### config.mk
export PLATFORM = sky130hd
export DESIGN_NAME = fifo_wr_frontend
export DESIGN_NICKNAME = d
export VERILOG_FILES = /design/src/rtl/fifo_pkg.sv /design/src/rtl/fifo_wr_frontend_sync_r2w.sv /design/src/rtl/fifo_wr_frontend.sv
export SDC_FILE = /design/constraint.sdc
export NUM_CORES = 1
export LEC_CHECK = 0
export CORE_MARGIN = 4
export CORE_UTILIZATION = 39
export DETAILED_ROUTE_END_ITERATION = 8
export PLACE_DENSITY_LB_ADDON = 0.3
export RECOVER_POWER = 100
export SYNTH_ARGS = -nofsm -noshare
export SYNTH_HDL_FRONTEND = slang
export SYNTH_SLANG_ARGS = --single-unit
export TNS_END_PERCENT = 50
### constraint.sdc
create_clock -name wclk -period 5.5 [get_ports wclk]
set_input_delay 0.825 -clock wclk [delete_from_list [all_inputs] [get_ports wclk]]
set_output_delay 0.825 -clock wclk [all_outputs]
set_load 0.03 [all_outputs]
### src/rtl/fifo_pkg.sv
// Shared definitions for the dual-clock FIFO: skid-buffer states,
// Gray/binary pointer conversion and depth helpers.
package fifo_pkg;

    typedef enum logic [1:0] {
        ST_EMPTY = 2'd0,
        ST_ONE   = 2'd1,
        ST_TWO   = 2'd2
    } skid_state_t;

    localparam int unsigned DEFAULT_ADDRSIZE = 4;
    localparam int unsigned DEFAULT_DEPTH    = 1 << DEFAULT_ADDRSIZE;

    function automatic int unsigned fifo_depth(input int unsigned addrsize);
        return 1 << addrsize;
    endfunction

    // Pointers are passed zero-extended to 32 bits; leading zeros do not
    // disturb either conversion.
    function automatic logic [31:0] gray2bin(input logic [31:0] g);
        logic [31:0] b;
        b[31] = g[31];
        for (int i = 30; i >= 0; i--) begin
            b[i] = b[i+1] ^ g[i];
        end
        return b;
    endfunction

    function automatic logic [31:0] bin2gray(input logic [31:0] b);
        return b ^ (b >> 1);
    endfunction

endpackage

### src/rtl/fifo_wr_frontend_sync_r2w.sv
// Two-flop synchronizer bringing the Gray read pointer into the write clock domain.
module sync_r2w #(
    parameter int W = 5
) (
    input  logic         wclk,
    input  logic         wrst_n,
    input  logic [W-1:0] rptr,
    output logic [W-1:0] wq2_rptr
);

    logic [W-1:0] wq1_rptr;

    // Nothing combinational ahead of the first flop: rptr is Gray-coded and
    // only one bit may change per read-clock edge.
    always_ff @(posedge wclk or negedge wrst_n) begin
        if (!wrst_n) begin
            wq1_rptr <= '0;
            wq2_rptr <= '0;
        end else begin
            wq1_rptr <= rptr;
            wq2_rptr <= wq1_rptr;
        end
    end

endmodule

### src/rtl/fifo_wr_frontend.sv
// Write-domain front end: 2-entry skid buffer onto the FIFO write port, read-pointer
// synchronizer, and occupancy / almost-full / pointer-consistency reporting.
module fifo_wr_frontend
    import fifo_pkg::*;
#(
    parameter int ADDRSIZE     = 4,
    parameter int DATASIZE     = 8,
    parameter int AFULL_THRESH = 12
) (
    input  logic                wclk,
    input  logic                wrst_n,
    input  logic                s_valid,
    input  logic [DATASIZE-1:0] s_data,
    output logic                s_ready,
    input  logic                wfull,
    input  logic [ADDRSIZE:0]   wptr,
    input  logic [ADDRSIZE:0]   rptr,
    input  logic                err_clr,
    output logic                winc,
    output logic [DATASIZE-1:0] wdata,
    output logic [ADDRSIZE:0]   wq2_rptr,
    output logic [ADDRSIZE:0]   wlevel,
    output logic                walmost_full,
    output logic                ptr_err
);

    localparam int PW = ADDRSIZE + 1;
    localparam logic [PW-1:0] DEPTH_P = PW'(fifo_depth(ADDRSIZE));
    localparam logic [PW-1:0] AFULL_P = PW'(AFULL_THRESH);

    skid_state_t         state, state_nxt;
    logic [DATASIZE-1:0] entry0, entry1;
    logic [DATASIZE-1:0] entry0_nxt, entry1_nxt;
    logic                push, pop;

    // Handshake is driven only from registered state and the registered wfull.
    assign s_ready = (state != ST_TWO);
    assign winc    = (state != ST_EMPTY) & ~wfull;
    assign wdata   = entry0;
    assign push    = s_valid & s_ready;
    assign pop     = winc;

    always_ff @(posedge wclk or negedge wrst_n) begin
        if (!wrst_n) begin
            state  <= ST_EMPTY;
            entry0 <= '0;
            entry1 <= '0;
        end else begin
            state  <= state_nxt;
            entry0 <= entry0_nxt;
            entry1 <= entry1_nxt;
        end
    end

    always_comb begin
        state_nxt  = state;
        entry0_nxt = entry0;
        entry1_nxt = entry1;
        unique case (state)
            ST_EMPTY: begin
                if (push) begin
                    state_nxt  = ST_ONE;
                    entry0_nxt = s_data;
                end
            end
            ST_ONE: begin
                if (push && pop) begin
                    entry0_nxt = s_data;
                end else if (push) begin
                    state_nxt  = ST_TWO;
                    entry1_nxt = s_data;
                end else if (pop) begin
                    state_nxt  = ST_EMPTY;
                end
            end
            ST_TWO: begin
                // s_ready is low here, so only a pop can happen.
                if (pop) begin
                    state_nxt  = ST_ONE;
                    entry0_nxt = entry1;
                end
            end
            default: state_nxt = ST_EMPTY;
        endcase
    end

    sync_r2w #(.W(PW)) u_sync_r2w (
        .wclk     (wclk),
        .wrst_n   (wrst_n),
        .rptr     (rptr),
        .wq2_rptr (wq2_rptr)
    );

    logic [PW-1:0] rbin, wbin, lvl;

    // Modulo-2**PW subtraction absorbs pointer wrap-around.
    assign rbin = PW'(gray2bin(32'(wq2_rptr)));
    assign wbin = PW'(gray2bin(32'(wptr)));
    assign lvl  = wbin - rbin;

    always_ff @(posedge wclk or negedge wrst_n) begin
        if (!wrst_n) begin
            wlevel       <= '0;
            walmost_full <= 1'b0;
            ptr_err      <= 1'b0;
        end else begin
            wlevel       <= lvl;
            walmost_full <= (lvl >= AFULL_P);
            ptr_err      <= (lvl > DEPTH_P) | (ptr_err & ~err_clr);
        end
    end

endmodule

==> flow_summary.toml, run 1 <==
[yosys]
syn_area_per_cell_um2 = 12.6
synth_top_cells_by_count = "35 x dfrtp_1, 11 x inv_1, 10 x o21ai_0"
yosysTopAreaCell = "dfrtp_1"
synth_cells = 119
synth-seq-area-share_pct = 58.6
synth_edf_count = 0
synth_warnings = 0
synth_cell_types = 25
ys.flop_type = "dfrtp_1"
ys_ff_latch = 35
async_flop_share_pct = 100
yosys.area.top_type_share_pct = 58.6
synth_nets = 146
yosysMostFrequentCell = "dfrtp_1"
netlist_area_um2 = 1500
synthTopCellsByArea = "dfrtp_1 59%, mux2_2 6.0%, mux2i_1 5.4%"

[clock_network]
cts_setup_buffers = 0
clk_latency_ns = 0.27
cts_max_path_buffers = 2
cts_hold_buffers = 0
clk_pin_slew_worst_paths_ns = 0.07
cts_sinks = 35
cts_max_level = 2
cts-root-buf = "clkbuf_8"
cts_resized = 0
cts_buffers = 5
cts_tree = "built"

[power]
leakage_nw = 0.913
powerDensity_nw_per_um2 = 428
peakVddDrop_mv = 0.169

[hold_path]
hold_depth = 0
hp-start = "u_sync_r2w.wq1_rptr[4]$_DFF_PN0_"
hold_path.class = "reg2reg"
hold_end = "u_sync_r2w.wq2_rptr[4]$_DFF_PN0_"

[placed_design]
portBuffers = 44
routabilityCongestion = 0.715
hpwl_um = 2060

[sta]
fmax_mhz = 274
tightestPinTransition_ns = 1.75
relSlewSlack_pct = -16.5
finalSetupViolations = 0
fin_crit_sh_pct = 66.4
hold_violations = 0
fin_hold_ws_ns = 0.343
timing.setup.tns_ns = 0
min_period_ns = 3.65
fin_skew_ns = 0.00875
final_max_slew_viol_count = 36
rsz0062_at_grt = "no"

[detailed_routing]
drt_iter0_markers = 27
drt-total-wl_um = 2670
ant_nets = 0
vias = 1004
drc = 0
drt_first_pass_iters = 4
viasPerCell = 4.65
wl_per_cell_um = 12.3

[die]
dieArea_um2 = 4890
io_pins = 45
die_h_um = 69.9
initial_core_util_pct = 40.5
die_x_um = 69.9
core.rowCount = 22
fp.coreArea_um2 = 3690

[global_route]
grt_pass1_wl_um = 4640
antenna_found_initial = 0
grt_pass1_vias = 1059
grt_use_met1_pct = 13.0
use_met2_pct = 21.4
grt-busiest-layer = "met2"
gr-total-overflow = 0
grt_max_degree = 36
track_usage_pct = 12.1
grt_use_met3_pct = 4.03

[worst_setup_path]
r2r-start = "u_sync_r2w.wq2_rptr[4]$_DFF_PN0_"
reg2reg_to = "walmost_full$_DFF_PN0_"
worstPathMaxFanout = 5
crit_type = "in2reg"
startpoint_type = "primary input"
critical_path_arrival_ns = 3.80
r2r_slack_ns = 2.72
cp-end-kind = "register"
worstPathRequired_ns = 5.65
r2r_cells = 10

[job]
maxCapViolCount = 1

[cells_and_area]
drive_above_1_share_pct = 9.52
fillers = 337
diodes = 0
layout.nets = 195
syn_to_final_growth_pct = 38.0

[run_status]
outcome = "complete, but fails checks"
violations = "max-capacitance violations, max-slew violations"
## critical path, cell delays in order
cell and delay, ns:
dlygate4sd3_1 0.57, xor3_1 0.52, xnor2_1 0.38, xor2_1 0.19
ha_1 0.21, fa_1 0.22, inv_1 0.05, maj3_1 0.35
a21oi_1 0.19, xnor2_1 0.17, o21ai_0 0.12
## area by class of cell
cell class | count | area [µm²] | share of cell area (%)
clock buffers | 6 | 82.6 | 4.00
clock inverters | 1 | 5.00 | 0.243
inverters | 11 | 41.3 | 2.00
flip-flops and latches | 35 | 876 | 42.4
repair buffers | 44 | 434 | 21.0
multi-input cells | 71 | 564 | 27.3
well taps | 48 | 60.1 | 2.91
## layout by cell type (no fill, tap or decap), drive strengths merged, types with 6 or more instances in the layout
| master | instances |
|---|---|
| clkbuf | 7 |
| clkdlybuf4s50 | 13 |
| dfrtp | 35 |
| dlygate4sd3 | 30 |
| inv | 11 |
| mux2 | 8 |
| mux2i | 8 |
| nand2 | 9 |
| nor2 | 6 |
| o21ai | 10 |
| xnor2 | 6 |
## metal layers
layer  wire [µm]  up-vias
met2        1440       21
li1            -      495
met3         127        2
met5           0        -
met4          24        0
met1        1080      486
## registers in the layout, indices dropped and copies added (netlist names)
register	cells
entry1	8
ptr_err	1
state	2
u_sync_r2w.wq1_rptr	5
u_sync_r2w.wq2_rptr	5
walmost_full	1
wdata	8
wlevel	5
## metrics by stage
step           setup slack (ns)  power [mW]  cell area (µm²)  utilization (%)  cells
5_1_grt                    1.66       0.945             2060             55.9    216
3_3_place_gp               1.86       0.723             1980             53.8    209
6_report                   1.85       0.883             2060             55.9    216
3_5_place_dp               1.70       0.739             1980             53.8    209
2_1_floorplan              2.44       0.589             1500                -    119
4_1_cts                    1.99       0.921             2070             56.1    216
## power breakdown
part | leakage [nW] | switching [mW] | total, mW | internal (mW)
registers | 0.415 | 0.0323 | 0.364 | 0.332
logic | 0.451 | 0.195 | 0.340 | 0.145
clock network | 0.0470 | 0.0804 | 0.178 | 0.0981
## kinds of logic after synthesis
group	Yosys count	synth area share (%)
flip-flops	35	58.6
AND/OR/NAND/NOR	20	5.77
AO/OA/AOI/OAI	17	6.70
multiplexers	16	11.4
XOR/XNOR	13	9.71
buffers and inverters	13	3.26
adder cells (fa/ha/maj)	5	4.60
## how the worst max path moves through the flow
stage / startpoint / to / slack (ns) / cells past startpoint
4_1_cts: wptr[3] / walmost_full$_DFF_PN0_ / 1.99 / 11
5_1_grt: wptr[3] / walmost_full$_DFF_PN0_ / 1.66 / 11
3_3_place_gp: wptr[3] / walmost_full$_DFF_PN0_ / 1.86 / 11
6_report: wptr[3] / walmost_full$_DFF_PN0_ / 1.85 / 11
2_1_floorplan: wptr[3] / walmost_full$_DFF_PN0_ / 2.44 / 10
3_5_place_dp: wptr[3] / walmost_full$_DFF_PN0_ / 1.70 / 11
(Power assumes the default switching activity.)
==> run 2, diff against run 1 <==
==> constraint.sdc (replaced) <==
create_clock -name wclk -period 3 [get_ports wclk]
set_input_delay 0.45 -clock wclk [delete_from_list [all_inputs] [get_ports wclk]]
set_output_delay 0.45 -clock wclk [all_outputs]
set_load 0.03 [all_outputs]
==> run 2 against run 1 <==
  * The flow still finishes with violations (max-capacitance violations, max-slew violations)
  * Register-to-register slack worse by 2.4 ns
  * Count of clock-buffer cells in the layout rose by 2
  * Setup slack worse by 1.7 ns
==> flow_summary.toml, run 2 (synthesized netlist as in run 1, its figures left out) <==
[run_status]
outcome = "complete, but fails checks"
violations = "max-capacitance violations, max-slew violations"

[placed_design]
routabilityCongestion = 0.752
hpwl_um = 2030
portBuffers = 44

[clock_network]
cts_tree = "built"
clk_pin_slew_worst_paths_ns = 0.06
cts_hold_buffers = 0
cts_max_path_buffers = 2
cts_sinks = 35
cts_buffers = 5
cts_resized = 0
cts_max_level = 2
cts-root-buf = "clkbuf_8"
clk_latency_ns = 0.28
cts_setup_buffers = 0

[global_route]
antenna_found_initial = 0
grt_pass1_vias = 1080
gr-total-overflow = 0
use_met2_pct = 21.3
track_usage_pct = 12.4
grt-busiest-layer = "met2"
grt_use_met1_pct = 12.8
grt_pass1_wl_um = 4670
grt_use_met3_pct = 5.61
grt_max_degree = 36

[cells_and_area]
mostFrequentLayoutCell = "dfrtp_1"
final_cell_mix = "35 x dfrtp_1, 29 x dlygate4sd3_1, 14 x clkdlybuf4s50_1"
diodes = 0
layout.nets = 202
drive_above_1_share_pct = 13.6
syn_to_final_growth_pct = 42.3

[power]
powerDensity_nw_per_um2 = 783
leakage_nw = 0.946
power_mw = 1.67
peakVddDrop_mv = 0.325

[sta]
finalSetupViolations = 0
fin_skew_ns = 0.00379
rsz0062_at_grt = "no"
hold_violations = 0
min_period_ns = 2.81
timing.setup.tns_ns = 0
fin_crit_sh_pct = 93.8
relSlewSlack_pct = -17.9
fmax_mhz = 355
tightestPinTransition_ns = 1.77
final_max_slew_viol_count = 36

[die]
die_x_um = 69.9
dieArea_um2 = 4890
io_pins = 45
initial_core_util_pct = 40.5
core.rowCount = 22
die_h_um = 69.9
fp.coreArea_um2 = 3690

[worst_setup_path]
worstPathMaxFanout = 3
cp-end-kind = "register"
startpoint_type = "primary input"
reg2reg_to = "walmost_full$_DFF_PN0_"
endpoint = "walmost_full$_DFF_PN0_"
r2r-start = "u_sync_r2w.wq2_rptr[4]$_DFF_PN0_"
critical_path_arrival_ns = 2.97
critical_path.startpoint = "wptr[3]"
r2r_slack_ns = 0.35
r2r_cells = 10
worstPathRequired_ns = 3.15
crit_type = "in2reg"

[hold_path]
hold_path.class = "reg2reg"
hold_depth = 0

[detailed_routing]
drt_first_pass_iters = 4
viasPerCell = 4.54
drt_iter0_markers = 38
drt-total-wl_um = 2630
wl_per_cell_um = 11.7
drc = 0
ant_nets = 0
vias = 1016

[job]
maxCapViolCount = 1
-- run 2: changes by cell type in the layout (fill, tap and decap cells not counted), sizes merged --
cell           before  now
buf                 0    4
clkdlybuf4s50      13   14
clkbuf              7   12
clkinv              1    0
dlygate4sd3        30   29
-- run 2: where the power goes --
part	leakage, nW	internal [mW]	total [mW]	switching [mW]
clock	0.0515	0.209	0.363	0.154
combinational	0.480	0.281	0.639	0.358
sequential	0.415	0.608	0.664	0.0560
total	0.946	1.10	1.67	0.568
-- run 2: per-stage QoR --
step / cells / hold slack, ns / utilization, % / cell area (µm²) / setup WS, ns
floorplan: 119 / 0.154 / - / 1500 / 0.288
global placement: 216 / 0.331 / 55.2 / 2040 / -0.0396
detailed placement: 216 / 0.335 / 55.2 / 2040 / -0.151
CTS: 224 / 0.262 / 57.9 / 2140 / 0.157
global route: 224 / 0.353 / 57.7 / 2130 / 0.0156
finish: 224 / 0.348 / 57.7 / 2130 / 0.187
-- run 2: worst min-delay path by stage --
stage / to / start
3_3_place_gp: u_sync_r2w.wq2_rptr[1]$_DFF_PN0_ / u_sync_r2w.wq1_rptr[1]$_DFF_PN0_
4_1_cts: u_sync_r2w.wq1_rptr[2]$_DFF_PN0_ / wrst_n
6_report: u_sync_r2w.wq2_rptr[4]$_DFF_PN0_ / u_sync_r2w.wq1_rptr[4]$_DFF_PN0_
2_1_floorplan: entry1[0]$_DFFE_PN0P_ / wrst_n
3_5_place_dp: u_sync_r2w.wq2_rptr[1]$_DFF_PN0_ / u_sync_r2w.wq1_rptr[1]$_DFF_PN0_
5_1_grt: u_sync_r2w.wq2_rptr[3]$_DFF_PN0_ / u_sync_r2w.wq1_rptr[3]$_DFF_PN0_
-- run 2: critical path, stage by stage --
cell	delay, ns
clkdlybuf4s50_1	0.47
xor3_2	0.45
xnor2_1	0.22
xor2_1	0.18
ha_1	0.20
fa_1	0.21
inv_1	0.05
maj3_2	0.30
a21oi_2	0.15
xnor2_1	0.16
o21ai_0	0.12
-- run 2: cell type report --
class | count | area [µm²]
fillers | 317 | 1560
flip-flops and latches | 35 | 876
multi-input cells | 71 | 571
repair buffers | 51 | 479
clock buffers | 8 | 100
well taps | 48 | 60.1
inverters | 11 | 41.3
-- run 2: layer usage --
layer	part of all wire, %	vias up
li1	-	507
met1	40	481
met4	1.7	0
met5	0	-
met3	6.2	4
met2	52	24
==> run 3, diff against run 2 <==
--- a/config.mk
+++ b/config.mk
@@ -9,7 +9,7 @@
 export CORE_UTILIZATION = 39
 export DETAILED_ROUTE_END_ITERATION = 8
 export PLACE_DENSITY_LB_ADDON = 0.3
-export RECOVER_POWER = 100
+export RECOVER_POWER = 50
 export SYNTH_ARGS = -nofsm -noshare
 export SYNTH_HDL_FRONTEND = slang
 export SYNTH_SLANG_ARGS = --single-unit
==> run 3 against run 2 <==
  * The flow still finishes with violations (max-capacitance violations, max-slew violations)
  * Die area is the same
  * Non-clock buffer count unchanged
  * Flip-flop and latch count unchanged
  * Largest cell class unchanged
  * Largest power group is now combinational cells
  * Highest routed layer unchanged
==> flow_summary.toml, run 3 (synthesized netlist as in run 1, its figures left out) <==
[run_status]
outcome = "complete, but fails checks"
violations = "max-capacitance violations, max-slew violations"

[detailed_routing]
drc = 0
drt_iter0_markers = 37
vias = 1024
wl_per_cell_um = 11.8
ant_nets = 0
viasPerCell = 4.57
drt_first_pass_iters = 2
drt-total-wl_um = 2640

[cells_and_area]
seq_area_um2 = 876
layout.nets = 202
mostFrequentLayoutCell = "clkdlybuf4s50_1"
finalCoreUtilization_pct = 57.9
fillers = 315
diodes = 0
final_cell_mix = "38 x clkdlybuf4s50_1, 35 x dfrtp_1, 11 x inv_1"
drive_above_1_share_pct = 14.8
syn_to_final_growth_pct = 42.8
instances_no_fill = 224
multi_input_area_um2 = 571

[sta]
hold_violations = 0
min_period_ns = 2.82
tightestPinTransition_ns = 1.78
fin_skew_ns = 0.00290
relSlewSlack_pct = -18.5
final_max_slew_viol_count = 36
fin_crit_sh_pct = 94.0
rsz0062_at_grt = "no"
worst_slack_ns = 0.181
finalSetupViolations = 0
fmax_mhz = 355

[clock_network]
cts_tree = "built"
cts_hold_buffers = 0
cts-root-buf = "clkbuf_8"
cts_resized = 0
cts_max_path_buffers = 2
clk_latency_ns = 0.28
cts_sinks = 35
clk_pin_slew_worst_paths_ns = 0.06
cts_setup_buffers = 0
cts_max_level = 2
cts_buffers = 5

[die]
core.rowCount = 22
initial_core_util_pct = 40.5
die_x_um = 69.9
io_pins = 45
dieArea_um2 = 4890
fp.coreArea_um2 = 3690
die_h_um = 69.9

[global_route]
track_usage_pct = 12.4
antenna_found_initial = 0
gr-total-overflow = 0
grt_pass1_wl_um = 4670
grt_pass1_vias = 1080
grt_max_degree = 36

[power]
p_int_mw = 1.14
leakage_nw = 0.943
switching_share_pct = 33.5
power_switching_mw = 0.571
peakVddDrop_mv = 0.329
pwr-share-seq_pct = 39.2
pwr-share-comb_pct = 39.7
powerDensity_nw_per_um2 = 799
pwr-share-clk_pct = 21.2

[worst_setup_path]
r2r_slack_ns = 0.34
critical_path_arrival_ns = 2.97
worstPathRequired_ns = 3.15
cp-end-kind = "register"
worstPathMaxFanout = 3
crit_type = "in2reg"
startpoint_type = "primary input"

[placed_design]
dp.cells = 216
portBuffers = 44
routabilityCongestion = 0.752
hpwl_um = 2030
dp_slack_ns = -0.151

[job]
maxCapViolCount = 1

[hold_path]
hold_path.class = "reg2reg"
[run 3: cell count changes in the layout (fill, tap and decap cells not counted)]
cell | previous run | this run
dlygate4sd3_1 | 29 | 5
buf_4 | 4 | 7
clkbuf_4 | 1 | 0
clkdlybuf4s50_1 | 14 | 38
clkbuf_1 | 4 | 2
[run 3: power groups by stage]
stage                     Clock, mW  Combinational (mW)  Sequential (mW)
after global placement            0               0.675            0.671
after detailed placement          0               0.687            0.680
after CTS                     0.376               0.689            0.670
final                         0.361               0.677            0.668
after floorplan                   0               0.240            0.841
after global routing          0.395               0.734            0.687
[run 3: metal layers]
metal,vias up,routed length [µm],global-route usage [%]
met3,5,175,5.61
li1,506,-,-
met1,489,1040,12.8
met4,0,46,5.74
met5,-,0,0
met2,24,1380,21.3
[run 3: per-stage QoR]
stage          TNS [ns]  power, mW  hold WS [ns]  instance area, µm²
2_1_floorplan         0       1.08         0.154                1500
6_report              0       1.71         0.348                2130
3_3_place_gp    -0.0507       1.35         0.331                2040
5_1_grt               0       1.82         0.353                2130
3_5_place_dp     -0.342       1.37         0.335                2040
4_1_cts               0       1.73         0.262                2140
[run 3: area by class of cell]
cell class | instances | share of cell area [%]
clock buffers | 8 | 4.69
repair buffers | 51 | 22.8
inverters | 11 | 1.93
multi-input cells | 71 | 26.7
well taps | 48 | 2.81
flip-flops and latches | 35 | 41.0
[run 3: worst max-delay path: stages]
cell and delay (ns):
clkdlybuf4s50_1 0.47, xor3_2 0.45, xnor2_1 0.22, xor2_1 0.10
ha_1 0.23, fa_1 0.40, inv_1 0.08, maj3_2 0.18
a21oi_2 0.06, xnor2_1 0.21, o21ai_0 0.12
[run 3: path summary, 6_finish.rpt]
kind / start / end / cells past startpoint
max in group asynchronous: wrst_n / wlevel[0]$_DFF_PN0_ / 1
min in group asynchronous: wrst_n / u_sync_r2w.wq1_rptr[2]$_DFF_PN0_ / 1
worst max-delay path: wptr[3] / walmost_full$_DFF_PN0_ / 11
worst max register to register: u_sync_r2w.wq2_rptr[4]$_DFF_PN0_ / walmost_full$_DFF_PN0_ / 10
worst min register to register: u_sync_r2w.wq1_rptr[4]$_DFF_PN0_ / u_sync_r2w.wq2_rptr[4]$_DFF_PN0_ / 0
worst min-delay path: u_sync_r2w.wq1_rptr[4]$_DFF_PN0_ / u_sync_r2w.wq2_rptr[4]$_DFF_PN0_ / 0
